File: src/rtl/msg_sequencer.sv
// msg_sequencer: steps a 3-bit character code through "HELLO " for a 7-segment decoder.
//
// Ports:
//   clk   - system clock, rising edge
//   rst   - synchronous active-high reset
//   start - level; begin from IDLE or resume from HOLD
//   stop  - level; pause from RUN or abort from HOLD (wins over start)
//   key   - character code: 000=H 001=E 010=L 011=O 111=blank
//   pos   - message index 0..5
//   busy  - high in RUN and HOLD
//   wrap  - one-cycle pulse after pos leaves 5
//
// Optional: define MSG_SEQUENCER_BLINK_EN to blink key in HOLD using a
// separate blink counter, leaving the main prescaler frozen.
module msg_sequencer #(
    parameter int TICK_DIV = 50000000,
    parameter int LOOP     = 1
) (
    input  logic       clk,
    input  logic       rst,
    input  logic       start,
    input  logic       stop,
    output logic [2:0] key,
    output logic [2:0] pos,
    output logic       busy,
    output logic       wrap
);
    localparam int CW = $clog2(TICK_DIV);
    localparam logic [CW-1:0] LAST = CW'(TICK_DIV - 1);

    typedef enum logic [1:0] {IDLE = 2'b00, RUN = 2'b01, HOLD = 2'b10} state_t;

    state_t        state, state_n;
    logic [CW-1:0] cnt, cnt_n;
    logic [2:0]    pos_n, key_n;
    logic          busy_n, wrap_n, tick;

    function automatic logic [2:0] rom(input logic [2:0] p);
        return p == 3'd0 ? 3'b000 :
               p == 3'd1 ? 3'b001 :
               p <= 3'd3 ? 3'b010 :
               p == 3'd4 ? 3'b011 : 3'b111;
    endfunction

`ifdef MSG_SEQUENCER_BLINK_EN
    logic [CW-1:0] bcnt, bcnt_n;
    logic          blank, blank_n;
`endif

    always_ff @(posedge clk) begin
        if (rst) begin
            state <= IDLE;
            cnt   <= '0;
            pos   <= 3'd0;
            key   <= 3'b111;
            busy  <= 1'b0;
            wrap  <= 1'b0;
`ifdef MSG_SEQUENCER_BLINK_EN
            bcnt  <= '0;
            blank <= 1'b0;
`endif
        end else begin
            state <= state_n;
            cnt   <= cnt_n;
            pos   <= pos_n;
            key   <= key_n;
            busy  <= busy_n;
            wrap  <= wrap_n;
`ifdef MSG_SEQUENCER_BLINK_EN
            bcnt  <= bcnt_n;
            blank <= blank_n;
`endif
        end
    end

    always_comb begin
        state_n = state;
        cnt_n   = cnt;
        pos_n   = pos;
        wrap_n  = 1'b0;
        tick    = state == RUN && cnt == LAST;
        case (state)
            IDLE: begin
                cnt_n = '0;
                pos_n = 3'd0;
                if (start && !stop) state_n = RUN;
            end
            RUN: begin
                // stop takes priority over a coincident tick: the step is dropped
                if (stop) state_n = HOLD;
                else if (tick) begin
                    cnt_n = '0;
                    if (pos == 3'd5) begin
                        wrap_n = 1'b1;
                        pos_n  = 3'd0;
                        if (LOOP == 0) state_n = IDLE;
                    end else pos_n = pos + 3'd1;
                end else cnt_n = cnt + 1'b1;
            end
            HOLD: begin
                if (stop) begin
                    state_n = IDLE;
                    pos_n   = 3'd0;
                    cnt_n   = '0;
                end else if (start) state_n = RUN;
            end
            default: begin
                state_n = IDLE;
                pos_n   = 3'd0;
                cnt_n   = '0;
            end
        endcase
        busy_n = state_n == RUN || state_n == HOLD;
        key_n  = state_n == IDLE ? 3'b111 : rom(pos_n);
`ifdef MSG_SEQUENCER_BLINK_EN
        // blink phase restarts on HOLD entry so the character shows first
        bcnt_n  = '0;
        blank_n = 1'b0;
        if (state == HOLD && state_n == HOLD) begin
            bcnt_n  = bcnt == LAST ? '0 : bcnt + 1'b1;
            blank_n = bcnt == LAST ? !blank : blank;
        end
        if (blank_n) key_n = 3'b111;
`endif
    end
endmodule
File: config.mk
export PLATFORM = sky130hd
export DESIGN_NAME = msg_sequencer
export DESIGN_NICKNAME = d
export VERILOG_FILES = /design/src/rtl/msg_sequencer.sv
export SDC_FILE = /design/constraint.sdc
export NUM_CORES = 1
export LEC_CHECK = 0
export BUFFER_PORTS_ARGS = -buffer_cell sky130_fd_sc_hd__clkbuf_2
export CAP_MARGIN = 40
export CELL_PAD_IN_SITES_DETAIL_PLACEMENT = 0
export CELL_PAD_IN_SITES_GLOBAL_PLACEMENT = 1
export CORE_MARGIN = 4
export CORE_UTILIZATION = 50
export CTS_BUF_LIST = sky130_fd_sc_hd__clkbuf_8
export CTS_CLUSTER_SIZE = 8
export DETAILED_ROUTE_END_ITERATION = 10
export PLACE_DENSITY = 0.88
export SYNTH_ARGS = -nofsm -noshare
export SYNTH_HDL_FRONTEND = slang
export SYNTH_SLANG_ARGS = --single-unit
File: constraint.sdc
create_clock -name clk -period 4.1 [get_ports clk]
set_input_delay 0.41 -clock clk [delete_from_list [all_inputs] [get_ports clk]]
set_output_delay 0.41 -clock clk [all_outputs]
set_load 0.02 [all_outputs]
==> results.json <==
{
  "cts_resized": 0,
  "syn_nets": 242,
  "min_cycle_time_layout_ns": 2.61,
  "final_max_slew_viol_count": 0,
  "fp.dieArea_sq_um": 4940,
  "io_pins": 12,
  "gr-total-overflow": 0,
  "timing_worst_setup_path_type": "register to register",
  "grt_max_degree": 27,
  "power.sequential.fraction": 0.537,
  "ys_seq_elements": 36,
  "worstPathRequired_ns": 4.31,
  "setup_viol": 0,
  "gr-usage-all-layers": 0.171,
  "clk_pin_slew_worst_paths_ns": 0.07,
  "finalClockSkew_ns": 0.00342,
  "slew_headroom": 0.652,
  "htree_num_levels": 2,
  "drcViolationCount": 0,
  "layout.cells.most_common_list": "nor2_1 (39), dfxtp_1 (36), nand2_1 (16), xnor2_1 (15), clkbuf_2 (11)",
  "tritoncts_clock_tree": "yes",
  "layout.cells.most_common": "nor2_1",
  "post_dp_cell_area_sq_um": 2010,
  "rsz0062_at_grt": "no",
  "final_antenna_diode_count": 0,
  "yosys_most_used_dff": "dfxtp_1",
  "start_kind": "register",
  "fin_nets": 251,
  "post-cts-setup-buffers": 0,
  "clock_tree.root_cell": "clkbuf_8",
  "cts_inserted_buffers": 5,
  "worst_ir_drop_vdd_v": 0.000217,
  "postCtsHoldBufs": 0,
  "clk_path_buf_depth": 2,
  "die_x_um": 70.3,
  "first_global_vias": 1444,
  "maximum_achievable_frequency_mhz": 384,
  "place.gp.congestion": 0.808,
  "crit_fanout": 12,
  "clock_latency_ns": 0.28,
  "port_buffers": 11,
  "regArea_sq_um": 721,
  "async_set_reset_flop_share_out_of_synthesis": 0,
  "status": "finished, final reports clean",
  "antenna_found_initial": 0,
  "switching_share": 0.239,
  "netlist_instances": 232,
  "power.net_switching_uw": 161,
  "timing.final.crit_share": 0.636,
  "cp_data_arrival_time_ns": 2.82,
  "post_route_cells_drive_above_1_share": 0.107,
  "num_vias": 1607,
  "wl_per_cell_um": 13.6,
  "count_of_max_cap_constraint_violations": 0,
  "core_area_sq_um": 3720,
  "power.density_nw_per_um2": 320,
  "hold-worst-slack_ns": 0.423,
  "detail_route.first_pass.iterations": 4,
  "synth.avg_cell_area_sq_um": 8.35,
  "final_total_power_uw": 670,
  "share_comb_of_total_power": 0.086,
  "netlist_area_sq_um": 1940,
  "number_of_inserted_filler_cells_in_the_final_layout": 371,
  "setup_crit_end_kind": "register",
  "placementRows": 22,
  "fp.dieH_um": 70.3,
  "initial_core_util": 0.522,
  "syn_to_final_growth_pct": 8.13,
  "synth-seq-area-share": 0.372,
  "routed_via_density": 5.54,
  "detail-route-antenna-nets": 0,
  "power.leakage_uw": 0.000658,
  "place_hpwl_um": 2830,
  "drt_iter0_drc": 116,
  "global_route_wire_length_before_repair_um": 6930,
  "drt-total-wl_um": 3930,
  "clk_network_pwr_share": 0.377,
  "number_of_flops_mapped_to_enable_cells_by_yosys": 0,
  "synthesis_warnings": 0,
  "setup_tns_ns": 0,
  "finalHoldViolations": 0,
  "least_margin_pin_slew_ns": 0.515,
  "intPower_uw": 510,
  "finish.instance_area_sq_um": 2100,
  "hold_path_class": "input port to register",
  "numClockSinks": 36,
  "multi_input_area_sq_um": 1150,
  "synth_unique_cells": 48
}
-- cell usage after synthesis, types with 4 or more instances --
library cell	n	share of area
or3_1	4	0.013
nand4_1	10	0.032
xor2_1	4	0.018
inv_1	6	0.012
nor2_1	39	0.076
a21oi_1	9	0.023
nor4_1	7	0.023
nor3_1	9	0.023
o21ai_0	7	0.018
nand2_1	16	0.031
dfxtp_1	36	0.37
xnor2_1	15	0.068
nand3_1	8	0.021
ha_1	6	0.039
buf_2	5	0.013
-- per-layer routing --
metal	track usage	vias up	routed length, um
met5	0	-	0
met4	0.0447	0	51
met3	0.0475	6	127
met2	0.247	19	1720
met1	0.249	742	2030
li1	-	840	-
-- flip-flops by register name (all words and copies together), names as in the netlist --
name	cells
busy	1
cnt	26
key	3
pos	3
state	2
wrap	1
-- power by group through the flow --
stage | Combinational, uW | Sequential (uW) | Clock, uW
after global placement | 58.4 | 368 | 0
after detailed placement | 58.3 | 368 | 0
after CTS | 58.8 | 360 | 260
after global routing | 65.1 | 361 | 275
final | 57.8 | 360 | 252
after floorplan | 38.8 | 374 | 0
-- area by class of cell --
type | count | share of cell area
Clock buffer | 6 | 0.0394
Multi-Input combinational cell | 181 | 0.547
Tap cell | 48 | 0.0287
Sequential cell | 36 | 0.344
Clock inverter | 2 | 0.00358
Inverter | 6 | 0.0107
Timing Repair Buffer | 11 | 0.0263
-- kinds of logic after synthesis --
group | count (synthesis) | share of synthesized area
flip-flops | 36 | 0.372
multiplexers | 2 | 0.0168
adder cells (fa/ha/maj) | 6 | 0.0387
AO/OA/AOI/OAI | 27 | 0.0872
AND/OR/NAND/NOR | 127 | 0.363
XOR/XNOR | 19 | 0.0859
buffers and inverters | 15 | 0.0361
-- path summary, 6_finish.rpt --
check                start  endpoint  slack, ns  cells after the start
hold / removal         rst  state[1]       0.42                      2
setup / recovery  state[1]   cnt[12]       1.49                      7
setup reg to reg  state[1]   cnt[12]       1.49                      7
hold reg to reg    cnt[25]   cnt[25]       0.48                      2
-- critical path: stages, from the launching register on --
cell and delay (ns):
dfxtp_1 0.38, inv_1 0.09, ha_1 0.32, mux2i_4 0.39
nand4_1 0.44, or4b_1 0.62, a21o_1 0.16, a21oi_1 0.12
-- per-stage QoR --
| stage | std cells | util | setup WS (ns) |
|---|---|---|---|
| after CTS | 290 | 0.564 | 1.44 |
| after floorplan | 232 | - | 1.84 |
| after global routing | 290 | 0.564 | 1.27 |
| final | 290 | 0.564 | 1.49 |
| after global placement | 282 | 0.540 | 1.59 |
| after detailed placement | 282 | 0.540 | 1.49 |
Note: power is estimated with default switching activity, not from simulation.
